## src/rtl/signed_peak4.sv

```systemverilog
// Streaming signed peak detector: tracks the maximum of each WINDOW-sample window
// and holds it on an output handshake. Define SIGNED_PEAK4_INDEX_EN to add O_INDEX.
module signed_peak4 #(
    parameter int WIDTH  = 4,
    parameter int WINDOW = 8
) (
    input  logic                        CLK,
    input  logic                        ASYNCRESET,
    input  logic [WIDTH-1:0]            I,
    input  logic                        VALID,
    output logic                        READY,
    output logic [WIDTH-1:0]            O,
    output logic                        O_VALID,
`ifdef SIGNED_PEAK4_INDEX_EN
    output logic [$clog2(WINDOW)-1:0]   O_INDEX,
`endif
    input  logic                        O_READY
);

    localparam int CW = $clog2(WINDOW);

    typedef enum logic {
        ACCUM,
        HOLD
    } state_t;

    state_t           state;
    logic [CW-1:0]    count;
    logic [WIDTH-1:0] peak;
    logic             accept;
    logic             take_new;
    logic             last;
    logic [WIDTH-1:0] next_peak;
`ifdef SIGNED_PEAK4_INDEX_EN
    logic [CW-1:0]    peak_index;
    logic [CW-1:0]    next_index;
`endif

    // Strict two's-complement greater-than; this is the SGT4 compare primitive.
    function automatic logic sgt(input logic [WIDTH-1:0] a, input logic [WIDTH-1:0] b);
        return $signed(a) > $signed(b);
    endfunction

    assign accept    = VALID && READY;
    assign take_new  = (count == '0) || sgt(I, peak);
    assign last      = (count == CW'(WINDOW - 1));
    assign next_peak = take_new ? I : peak;
`ifdef SIGNED_PEAK4_INDEX_EN
    assign next_index = take_new ? count : peak_index;
`endif

    always_ff @(posedge CLK or posedge ASYNCRESET) begin
        if (ASYNCRESET) begin
            state   <= ACCUM;
            count   <= '0;
            peak    <= '0;
            O       <= '0;
            O_VALID <= 1'b0;
            READY   <= 1'b0;
`ifdef SIGNED_PEAK4_INDEX_EN
            peak_index <= '0;
            O_INDEX    <= '0;
`endif
        end else begin
            case (state)
                ACCUM: begin
                    // READY comes up one edge after reset release and after each output handshake.
                    READY <= 1'b1;
                    if (accept) begin
                        peak <= next_peak;
`ifdef SIGNED_PEAK4_INDEX_EN
                        peak_index <= next_index;
`endif
                        if (last) begin
                            count   <= '0;
                            O       <= next_peak;
                            O_VALID <= 1'b1;
                            READY   <= 1'b0;
                            state   <= HOLD;
`ifdef SIGNED_PEAK4_INDEX_EN
                            O_INDEX <= next_index;
`endif
                        end else begin
                            count <= count + 1'b1;
                        end
                    end
                end
                HOLD: begin
                    if (O_VALID && O_READY) begin
                        O_VALID <= 1'b0;
                        READY   <= 1'b1;
                        state   <= ACCUM;
                    end
                end
                default: state <= ACCUM;
            endcase
        end
    end

endmodule

```

## config.mk

```make
export PLATFORM = sky130hd
export DESIGN_NAME = signed_peak4
export DESIGN_NICKNAME = d
export VERILOG_FILES = /design/src/rtl/signed_peak4.sv
export SDC_FILE = /design/constraint.sdc
export NUM_CORES = 1
export LEC_CHECK = 0
export BUFFER_PORTS_ARGS = -buffer_cell sky130_fd_sc_hd__buf_4
export CAP_MARGIN = 15
export CELL_PAD_IN_SITES_DETAIL_PLACEMENT = 1
export CELL_PAD_IN_SITES_GLOBAL_PLACEMENT = 1
export CORE_MARGIN = 2
export CORE_UTILIZATION = 43
export DETAILED_ROUTE_END_ITERATION = 10
export GPL_TIMING_DRIVEN = 0
export PLACE_DENSITY = 0.89
export REMOVE_ABC_BUFFERS = 1
export SLEW_MARGIN = 20
export SYNTH_ARGS = -nofsm -noshare
export SYNTH_HDL_FRONTEND = slang
export SYNTH_SLANG_ARGS = --single-unit
```

## constraint.sdc

```tcl
create_clock -name CLK -period 4 [get_ports CLK]
set_clock_uncertainty 0.15 [all_clocks]
set_input_delay 0.4 -clock CLK [delete_from_list [all_inputs] [get_ports CLK]]
set_output_delay 0.4 -clock CLK [all_outputs]
set_load 0.01 [all_outputs]
```

[Word level (Yosys, flattened, before mapping)]
Cells that the tools add are included.
Word-level totals
  bits of input ports: 8
  word-level logic and storage cells: 34
  output and inout port bits: 6
  flip-flop bits (word level): 14
Cells by class
  equal/unequal tests: 4
  add/sub/neg operators: 1
  bitwise operators: 1
  $lt $le $gt $ge: 1
  reduce and logical (&&, ||, !) cells: 7
  muxes and demuxes: 14
Operators with widths (count)
  $mux 1: 9
  $pmux 1 s2: 3
  $reduce_and 3->1: 2
  $gt 4x4->1: 1
  $mux 4: 1
  $ne 2x2->1 const B: 2
  $add 3x1->3 const B: 1
  $eq 3x3->1 const B: 1
  $logic_not 3->1: 1
  $mux 3: 1
  $logic_and 1x1->1: 2
  $ne 2x1->1 const B: 1
  $reduce_and 2->1: 1
  $logic_or 1x1->1: 1
  $not 1->1: 1

[Depth between registers and ports, before layout]
  depth after elaboration: 4
  depth in mapped cells: 6
  depth with buffers taken out: 6

[Worst setup path after synthesis]
OpenSTA, ideal clock, no wires.
  kind: input-to-reg
  start point: input I[2]
  end point: register peak[0]
  setup time: 0.125 ns
  stages: 5
  data arrival time: 1.752 ns
  buffers on the path: 0
  setup slack: 1.974 ns
  data required time: 3.725 ns
  cell sequence: ha_1 a211o_1 o211a_4 o21ai_4 mux2_2
Between the ends
  word-level cells in the longest chain between the ends: 3
RTL lines
  start, declared: line 9  | input logic [WIDTH-1:0] I,
  $gt 4x4->1: line 41  | return $signed(a) > $signed(b);
  $logic_or 1x1->1: line 45  | assign take_new = (count == '0) || sgt(I, peak);
  $mux 4: line 47  | assign next_peak = take_new ? I : peak;
  end signal, assigned: line 70  | peak <= next_peak;
  end, declared: line 29  | logic [WIDTH-1:0] peak;
Every way passes these cells.
A chain may end at the register's enable or synchronous reset.

[Worst setup path in the final report]
  start point: register peak[2]
  end point: register peak[2]
Between the ends
  word-level cells in the longest chain between the ends: 3
RTL lines (line)
  $gt 4x4->1: 41
  $logic_or 1x1->1: 45
  $mux 4 (*): 47
Mark *: on every way between the ends. The rest lies on a longest branch, timed or not.

==> run_results.csv <==
group,metric,value,unit
run_status,status,"finished with violations",
routing,drtPass1Iterations,5,
clocking,h-tree-depth,1,
routing,drt_wl_total,1630,µm
grt,grt_max_degree,15,
timing,hold_ws,-1.61,ps
synth,synth_seq_area_share,45.5,%
run_status,violations,"hold timing",
clocking,cts_tree,"built",
grt,antenna_found_initial,0,
setup_path,crit_start,"peak[2]",
clocking,numCtsBuffers,3,
synth,yosysUniqueCellTypes,22,
timing,finalCriticalPeriod,2160,ps
clocking,path_clk_slew,90,ps
placed_design,port_buffers,13,
timing,finalHoldViolations,6,
power,peakVddDrop,0.413,mV
synth,avgSynthCellArea,10.3,µm²
setup_path,slowest_stage,"dfrtp_1",
setup_path,worst_path_largest_cell_delay,390,ps
setup_path,crit_required,4030,ps
clocking,numClockSinks,14,
routing,route.detailed.drc,0,
routing,via_count,613,
floorplanning,fp.dieH,46.3,µm
clocking,cts_resized,0,
timing,fin_tns_setup,0,ps
timing,post-route-period-util,54.0,%
clocking,clockRootBuffer,"clkbuf_4",
clocking,cts_buffer_depth,2,
routing,wire_per_inst,14.2,µm
layout,fin_util,54.1,%
layout,syn_to_final_growth,20.0,%
synth,synth.area.mux_share,7.32,%
layout,antenna_cells,0,
layout,design_area,923,µm²
grt,grt_pass1_vias,641,
layout,nets,106,
timing,max_freq,0.463,GHz
floorplanning,ios,14,
floorplanning,die-area,2140,µm²
power,p_total,734,µW
synth,synth_xor_xnor_area_share,0,%
timing,grt_setup_unrepaired,"false",
worst_hold_path,hp-class,"input pin to asynchronous set/reset pin",
synth,yosys_warnings,0,
timing,worstMarginPinSlew,535,ps
setup_path,start_kind,"register",
placed_design,post_dp_cell_area,887,µm²
grt,overflow,0,
job,cap_violations,0,
routing,via_per_inst,5.33,
timing,fin_ws,1840,ps
timing,finalMaxSlewViolations,0,
setup_path,critPathKind,"register to register",
layout,drive_gt1_share,28.9,%
timing,finalSetupViolCount,0,
setup_path,critPathMaxFanout,5,
timing,relSlewSlack,64.3,%
routing,ant_nets,0,
setup_path,r2r-start,"peak[2]",
floorplanning,rows,15,
floorplanning,initial_core_util,45.1,%
power,leakagePower,0.443,nW
power,power_density,795,nW/µm²
clocking,ctsHoldBuffers,0,
synth,synth_compound_area_share,19.5,%
synth,netlist_area,769,µm²
grt,grt_first_pass_wirelength,2830,µm
floorplanning,die_w,46.3,µm
synth,postSynthCellCount,75,
placed_design,place_congestion,0.765,
routing,drt_iter0_drc,7,
clocking,post-cts-setup-buffers,0,
setup_path,setup.worst_path.end_class,"register",
synth,synthSimpleGateAreaFrac,10.4,%
setup_path,r2r_slack,1840,ps
setup_path,r2r_end,"peak[2]",
setup_path,cp_cell_sequence,"inv_1 > ha_1 > a211o_1 > o211a_4 > o21ai_4 > mux2_2",
clocking,clkLatencyLatePin,290,ps
setup_path,crit_arrival,2190,ps
synth,synthAdderAreaFrac,11.4,%
grt,grt.total_usage,19.6,%
synth,ys_ff_latch,14,
floorplanning,core-area,1710,µm²
synth,synth_top_family_by_area,"compound AO/OA/AOI/OAI gates",
setup_path,rr_worst_depth,6,
placed_design,dp_hpwl,1320,µm
placed_design,post-place-ws,1730,ps
[how the worst max path moves through the flow]
stage,endpoint,depth (start not counted)
floorplan,peak[0],5
global placement,peak[0],6
detailed placement,peak[1],6
CTS,peak[1],6
global route,peak[2],6
finish,peak[2],6
[metal layers]
metal,wire (µm),global-route usage (%),vias to the layer above
met4,23,8.57,0
met3,52,3.53,4
met2,891,34.7,13
li1,-,-,294
met1,664,22.6,302
met5,0,0,-
[stage by stage]
step	std cells	hold slack, ps
after floorplan	73	139
after global placement	111	308
after detailed placement	111	334
after CTS	115	20.1
after global routing	115	50.0
final	115	-1.61
[cells in the mapped netlist]
cell type,n,area share (%)
nand3_1,2,1.3
and2_0,1,0.81
and3b_1,1,1.1
a31oi_1,5,4.1
nand2_1,4,2.0
o21ai_4,1,2.1
mux2_2,5,7.3
o211ai_1,1,0.98
ha_1,7,11
and3b_2,1,1.3
o21ai_0,5,3.3
o211a_4,1,2.3
inv_1,9,4.4
o22a_1,1,1.1
o22ai_1,1,0.81
a31o_2,1,1.1
clkbuf_1,1,0.49
a21oi_1,4,2.6
clkbuf_4,1,0.98
a211o_1,1,1.1
nor2_1,8,3.9
dfrtp_1,14,46
[cell usage in the layout, fill, tap and decap left out, drive strengths merged]
master | netlist | routed
dfrtp | 14 | 14
buf | 0 | 13
inv | 9 | 9
nor2 | 8 | 8
ha | 7 | 7
o21ai | 6 | 6
mux2 | 5 | 5
a31oi | 5 | 5
nand2 | 4 | 4
a21oi | 4 | 4
clkbuf | 2 | 4
nand3 | 2 | 2
and3b | 2 | 2
o22ai | 1 | 1
a211o | 1 | 1
o211a | 1 | 1
and2 | 1 | 1
o22a | 1 | 1
o211ai | 1 | 1
a31o | 1 | 1
[flip-flops by register name, indices dropped and copies added (netlist names)]
name     flops
count        3
O_VALID      1
READY        1
peak         4
state        1
O            4
[worst max-delay path: cells and delay by family (launching register included)]
| family | cells | cell delay (ps) |
|---|---|---|
| compound gates | 3 | 780 |
| fa+ha+maj | 1 | 300 |
| buf+inv | 1 | 50 |
| flops | 1 | 390 |
| mux | 1 | 370 |
[cell type report]
type | instances | area, µm²
inverter | 9 | 33.8
multi-input combinational | 50 | 374
sequential | 14 | 350
fill | 201 | 785
clock buffer | 4 | 36.3
timing repair buffer | 13 | 97.6
tap | 25 | 31.3
[where the power goes]
group / switching (mW) / total (mW) / internal, mW
Combinational: 0.192 / 0.369 / 0.176
Clock: 0.0477 / 0.103 / 0.0554
Sequential: 0.0512 / 0.262 / 0.211
[logic make-up after synthesis]
| logic type | after synthesis |
|---|---|
| AOI/OAI and AO/OA | 21 |
| buffers and inverters | 11 |
| and+or+nand+nor | 17 |
| muxes | 5 |
| DFF | 14 |
| adders and majority gates | 7 |
Note: power is estimated with default switching activity, not from simulation.
